--- src/rtl/cmem_stream.sv ---
// Parametrised FIR coefficient memory: active-low host port plus a tap-streaming read port.
// Define CMEM_ZERO_UNWR_EN to build the written-bitmap (unwritten reads return 0 and raise q_unwr).
module cmem_stream #(
    parameter int DW    = 16,
    parameter int DEPTH = 64,
    parameter int AW    = $clog2(DEPTH)
) (
    input  logic          clk,
    input  logic          rst,
    input  logic          cen,
    input  logic          wen,
    input  logic [AW-1:0] a,
    input  logic [DW-1:0] d,
    output logic [DW-1:0] q,
    output logic          q_unwr,
    output logic          hbusy,
    input  logic          start,
    input  logic [AW:0]   ntaps,
    output logic [DW-1:0] c,
    output logic          c_valid,
    output logic          c_last,
    output logic [AW-1:0] c_idx
);

    typedef enum logic [1:0] {
        IDLE,
        RUN,
        DRAIN
    } state_t;

    localparam logic [AW:0] DEPTH_W = (AW+1)'(DEPTH);

    state_t        state_q, state_d;
    logic [AW-1:0] addr_q, addr_d;
    logic [AW-1:0] lastAddr_q, lastAddr_d;
    logic [DW-1:0] q_q, q_d;
    logic [DW-1:0] c_q, c_d;
    logic          cValid_q, cValid_d;
    logic          cLast_q, cLast_d;
    logic [AW-1:0] cIdx_q, cIdx_d;

    logic [DW-1:0] mem [DEPTH];

    logic          inRange;
    logic          hostRd;
    logic          hostWr;
    logic [DW-1:0] hostRdata;
    logic [DW-1:0] streamRdata;
    logic [AW:0]   load;

    // Power-of-two depths cannot be addressed out of range, so skip the compare there.
    if ((1 << AW) == DEPTH) begin : g_pow2
        assign inRange = 1'b1;
    end else begin : g_npow2
        assign inRange = ({1'b0, a} < DEPTH_W);
    end

    assign hbusy  = (state_q != IDLE);
    assign hostRd = !rst && !cen && !hbusy && wen;
    assign hostWr = !rst && !cen && !hbusy && !wen && inRange;
    assign load   = (ntaps > DEPTH_W) ? DEPTH_W : ntaps;

`ifdef CMEM_ZERO_UNWR_EN
    logic [DEPTH-1:0] written_q;
    logic             hostUnwr;
    logic             unwr_q;

    always_comb begin
        hostRdata   = mem[a];
        hostUnwr    = 1'b0;
        streamRdata = mem[addr_q];
        if (!inRange || !written_q[a]) begin
            hostRdata = '0;
            hostUnwr  = 1'b1;
        end
        if (!written_q[addr_q]) begin
            streamRdata = '0;
        end
    end

    always_ff @(posedge clk) begin
        if (rst) begin
            written_q <= '0;
            unwr_q    <= 1'b0;
        end else begin
            if (hostWr) begin
                written_q[a] <= 1'b1;
            end
            if (hostRd) begin
                unwr_q <= hostUnwr;
            end
        end
    end

    assign q_unwr = unwr_q;
`else
    always_comb begin
        hostRdata   = inRange ? mem[a] : '0;
        streamRdata = mem[addr_q];
    end

    assign q_unwr = 1'b0;
`endif

    // Array contents survive reset; only the control/output registers are cleared.
    always_ff @(posedge clk) begin
        if (hostWr) begin
            mem[a] <= d;
        end
    end

    always_comb begin
        state_d    = state_q;
        addr_d     = addr_q;
        lastAddr_d = lastAddr_q;
        q_d        = q_q;
        c_d        = c_q;
        cValid_d   = 1'b0;
        cLast_d    = 1'b0;
        cIdx_d     = cIdx_q;

        if (hostRd) begin
            q_d = hostRdata;
        end

        case (state_q)
            IDLE: begin
                if (start && (ntaps != '0)) begin
                    state_d    = RUN;
                    addr_d     = '0;
                    lastAddr_d = AW'(load - (AW+1)'(1));
                end
            end
            RUN: begin
                c_d      = streamRdata;
                cValid_d = 1'b1;
                cIdx_d   = addr_q;
                addr_d   = addr_q + AW'(1);
                if (addr_q == lastAddr_q) begin
                    cLast_d = 1'b1;
                    state_d = DRAIN;
                end
            end
            DRAIN: begin
                state_d = IDLE;
            end
            default: begin
                state_d = IDLE;
            end
        endcase
    end

    always_ff @(posedge clk) begin
        if (rst) begin
            state_q    <= IDLE;
            addr_q     <= '0;
            lastAddr_q <= '0;
            q_q        <= '0;
            c_q        <= '0;
            cValid_q   <= 1'b0;
            cLast_q    <= 1'b0;
            cIdx_q     <= '0;
        end else begin
            state_q    <= state_d;
            addr_q     <= addr_d;
            lastAddr_q <= lastAddr_d;
            q_q        <= q_d;
            c_q        <= c_d;
            cValid_q   <= cValid_d;
            cLast_q    <= cLast_d;
            cIdx_q     <= cIdx_d;
        end
    end

    assign q       = q_q;
    assign c       = c_q;
    assign c_valid = cValid_q;
    assign c_last  = cLast_q;
    assign c_idx   = cIdx_q;

endmodule

--- config.mk ---
export PLATFORM = sky130hd
export DESIGN_NAME = cmem_stream
export DESIGN_NICKNAME = d
export VERILOG_FILES = /design/src/rtl/cmem_stream.sv
export SDC_FILE = /design/constraint.sdc
export NUM_CORES = 1
export LEC_CHECK = 0
export ABC_CLOCK_PERIOD_IN_PS = 8300
export BUFFER_PORTS_ARGS = -buffer_cell sky130_fd_sc_hd__buf_2
export CAP_MARGIN = 5
export CORE_ASPECT_RATIO = 1.1
export CORE_MARGIN = 2
export CORE_UTILIZATION = 49
export DETAILED_ROUTE_END_ITERATION = 10
export GPL_TIMING_DRIVEN = 1
export PLACE_DENSITY_LB_ADDON = 0.08
export SYNTH_ARGS = -nofsm -noshare
export SYNTH_HDL_FRONTEND = slang
export SYNTH_SLANG_ARGS = --single-unit
--- constraint.sdc ---
create_clock -name clk -period 8.3 [get_ports clk]
set_input_delay 1.66 -clock clk [delete_from_list [all_inputs] [get_ports clk]]
set_output_delay 1.66 -clock clk [all_outputs]
set_load 0.01 [all_outputs]
# Yosys cells after proc, flatten, opt, wreduce, memory -nomap -nowiden
# Memories as Yosys holds them, arrays and structs flattened. A register that Yosys moved wholly into a read port is not among the register bits.
# Cells that the tools add are included.
# op_classes
n_lt_le_gt_ge,1
n_bitwise,1
add_sub_neg,2
n_mux,10
reduce_logical,17
n_eq_ne,4
# op_table
operator,n
two-way mux 6 bit,2
case mux 6 bit (2 select lines),1
> comparator 7 bit (second input constant),1
nonzero test 7 bit,1
adder 6 x 1 -> 6 bit (second input constant),1
equality test 6 bit,1
AND reduction 2 bit,3
subtractor 6 x 1 -> 6 bit (second input constant),1
logical AND 1 bit,5
zero test 1 bit,4
two-way mux 1 bit,4
two-way mux 2 bit,2
!= test 2 bit (second input constant),2
case mux 2 bit (2 select lines),1
nonzero test 2 bit,2
equality test 2 x 1 -> 1 bit (second input constant),1
zero test 2 bit,1
OR reduction 2 bit,1
NOT 1 bit,1
# word_totals
mem_count,1
word_cells,42
reg_bits,22
ram_bits,1024
# memory_table
memory,words,width,rd,rd_ports_with_merged_regs,wr,line_no,text
mem,64,16,2,2,1,42,logic [DW-1:0] mem [DEPTH];

# Longest topological paths before layout
# logic_depth
depth_word,6
ltp_mapped,11
mapped_depth_nobuf,8

# Worst setup path before layout
# Ideal clock, no wire load.
# synth_path
path_kind,input to register
startpoint,input a[2]
endpoint,"memory mem[0][0], enable pin"
stages,7
path_buffers,4
setup_slack_ps,4228
setup_time_ps,388
arrival_ps,3684
required_ps,7912
path_cell_list,buf_2 > buf_2 > buf_2 > buf_2 > nor3b_1 > nand2_1 > nor2_1
# synth_lines
element,line_no,text
"start, declared",12,"input logic [AW-1:0] a,"
"end, declared",42,
# No word-level cell before the write port.

# Final worst setup path
# layout_path
startpoint,input rst
endpoint,"memory mem[46][14], enable pin"
# layout_between
elab_chain_cells,6
# layout_lines
element,line_no,text
"start, declared",9,"input logic rst,"
zero test 1 bit,60,assign hostWr = !rst && !cen && !hbusy && !wen && inRange;
logical AND 1 bit (3 in series),60,
two-way mux 1 bit,107,if (hostWr) begin
two-way mux 1 bit (not written as such),108,mem[a] <= d;
# Every way passes these cells.

==> impl_metrics.tcl <==
set metrics [dict create \
    post_cts_buffers 0 \
    vias 31280 \
    worst_slack_ns 2.801 \
    drive_gt1_share_pct 29.28 \
    cts_buffers 111 \
    grt_pass1_wl_mm 252.7 \
    synth.most_common_cell "edfxtp_1" \
    synthSimpleGateAreaFrac_pct 3.425 \
    cellPowerDensity_nw_per_um2 219.1 \
    core_sq_um 100700 \
    firstDrtPassIters 6 \
    r2r_slack_ns 3.85 \
    synth_area_leaders "edfxtp_1, mux4_2, mux2i_1" \
    synth_top_area_share_pct 61.66 \
    r2r_end "mem[46][14]" \
    worst_slew_pin_slew_ns 1.417 \
    netlist_top_cells_count "edfxtp_1, mux4_2, nor2_1" \
    maxCapViolCount 0 \
    async_reset_ff_share_pct 0 \
    grt_pass1_vias 30500 \
    htreeDepth 3 \
    synth_top_cell_by_area "edfxtp_1" \
    die_h_um 338.6 \
    die_area_sq_um 104300 \
    syn_inst 2839 \
    ctsRootBufferMaster "clkbuf_16" \
    synth_top_flop_cell "edfxtp_1" \
    ir_worst_vdd_mv 0.1845 \
    avgSynthCellArea_sq_um 17.56 \
    synth_edf_count 1024 \
    ys_warn_count 0 \
    nets 2891 \
    start_util_pct 49.50 \
    gr-total-overflow 0 \
    period_share_pct 66.25 \
    cts.sinks 1078 \
    hpwl_mm 117.6 \
    synth_top_family_by_area "multiplexers" \
    holdWs_ns 0.4554 \
    crit_type "input port to register" \
    relSlewSlack_pct 4.658 \
    fmax_ghz 0.1819 \
    pin_count 76 \
    routed_wl_mm 183.5 \
    reg2reg_depth 4 \
    synth_compound_area_share_pct 8.052 \
    syn_area_sq_um 49870 \
    finalHoldViolations 0 \
    fin_tns_setup_ns 0 \
    pre_cts_ws_ns 2.398 \
    r2r-start "state_q[1]" \
    min_path_type "register to register" \
    crit_path_start_kind "input port" \
    cp-startpoint "rst" \
    seq_area_frac_synth_pct 63.83 \
    slew_violations 0 \
    area_growth_pct 10.08 \
    required_ns 8.61 \
    portBuffers 74 \
    antenna_found_initial 14 \
    place_congestion 0.9915 \
    die_x_um 308.2 \
    rsz0062_at_grt "no" \
    drcViolationCount 0 \
    syn_nets 2875 \
    synthXorXnorAreaFrac_pct 0.1581 \
    vias_per_cell 7.370 \
    ys_seq_elements 1078 \
    synth_mux_area_share_pct 21.66 \
    drt_iter0_markers 4866 \
    hold_end "c_idx[3]" \
    track_usage_pct 35.23 \
    setup_viol 0 \
    status "complete, no violations" \
    rows 122 \
    stdcell_count 4245 \
    cp-end-kind "register" \
    ctsHoldBuffers 0 \
    leakagePower_uw 0.01678 \
    wire_per_inst_um 43.22 \
    synthAdderAreaFrac_pct 0.05018 \
    cts_buffer_depth 3 \
    power.total_uw 12030 \
    placed_cells 4044 \
    crit_arrival_ns 5.81 \
    postRouteAntennaNets 0 \
    critPathMaxFanout 55 \
    fin_skew_ns 0.02602 \
    ys_types 64 \
    grt_max_degree 115 \
    finalCriticalPeriod_ns 5.499 \
    tritoncts "done" \
    clkSlewWorstSetupHoldPaths_ns 0.06 \
    post_cts_resized 0 \
    min-delay-start "c_idx[3]" \
    clkLatencyLatePin_ns 0.71 \
    whs_path_depth 2 \
]
==> worst max-delay path, cell delays in order <==
cell and delay (ns):
buf_2 0.10, buf_4 0.31, nor4_1 1.15, nor3b_1 0.49, nand2_1 0.84, nor2_2 1.21
==> routing by layer <==
| metal | part of all wire, % | vias to the layer above | GRT usage [%] |
|---|---|---|---|
| met1 | 36 | 16520 | 46.70 |
| li1 | - | 12080 | - |
| met5 | 0.034 | - | 0 |
| met2 | 46 | 2212 | 53.66 |
| met4 | 6.5 | 10 | 19.08 |
| met3 | 12 | 463 | 8.940 |
==> how the worst max path moves through the flow <==
stage | to | cells past startpoint
5_1_grt | mem[46][14] | 6
2_1_floorplan | mem[0][0] | 7
3_3_place_gp | mem[0][9] | 6
6_report | mem[46][14] | 6
4_1_cts | mem[46][14] | 6
3_5_place_dp | mem[46][2] | 6
==> stage by stage <==
stage	instance area (sq um)	util [%]
after detailed placement	51350	50.97
after global placement	51350	50.97
after global routing	54890	54.48
after floorplan	49870	-
final	54890	54.48
after CTS	54890	54.48
==> report_power, final <==
| group | total, uW | switching [uW] | internal [uW] |
|---|---|---|---|
| clock | 4990 | 2120 | 2870 |
| combinational | 1030 | 684 | 344 |
| sequential | 6010 | 38.5 | 5970 |
| total | 12000 | 2840 | 9190 |
==> logic make-up after synthesis <==
kind of cell             after synthesis
other                                  1
flip-flops                          1078
AO/OA/AOI/OAI                        537
XOR/XNOR                               9
AND/OR/NAND/NOR                      374
buffers and inverters                248
multiplexers                         590
adder cells (fa/ha/maj)                2
==> cell type report <==
| type | instances | area [sq um] |
|---|---|---|
| Clock buffer | 135 | 2910 |
| Antenna cell | 2 | 5.005 |
| Inverter | 7 | 28.78 |
| Clock inverter | 64 | 623.1 |
| Tap cell | 1302 | 1629 |
| Fill cell | 7842 | 45860 |
| Sequential cell | 1078 | 31850 |
| Timing Repair Buffer | 144 | 993.5 |
| Multi-Input combinational cell | 1513 | 16850 |
==> cells in the final DEF, fill, tap and decap left out, drive strengths merged, types with 8 or more instances in the layout <==
cell type / Yosys / layout
bufinv: 0 / 13
o2bb2ai: 14 / 14
o211ai: 15 / 15
a22o: 40 / 40
mux2i: 125 / 125
edfxtp: 1024 / 1024
clkinv: 0 / 52
dfxtp: 54 / 54
a22oi: 64 / 64
a21oi: 67 / 67
nand2: 82 / 82
nor2b: 37 / 37
a2111oi: 12 / 12
a311oi: 12 / 12
nor3: 17 / 17
o22ai: 39 / 39
a221oi: 114 / 114
a221o: 16 / 16
a222oi: 8 / 8
o21ai: 62 / 62
buf: 177 / 144
clkbuf: 64 / 135
nor2: 170 / 170
mux2: 82 / 82
o221ai: 16 / 16
nand3: 18 / 18
a211oi: 23 / 23
mux4: 383 / 383
==> flip-flops by register name, summed over array words and instances, names as in the netlist <==
register,cells
addr_q,6
c,16
c_idx,6
c_last,1
c_valid,1
lastAddr_q,6
mem,1024
q,16
state_q,2
(Power assumes the default switching activity.)
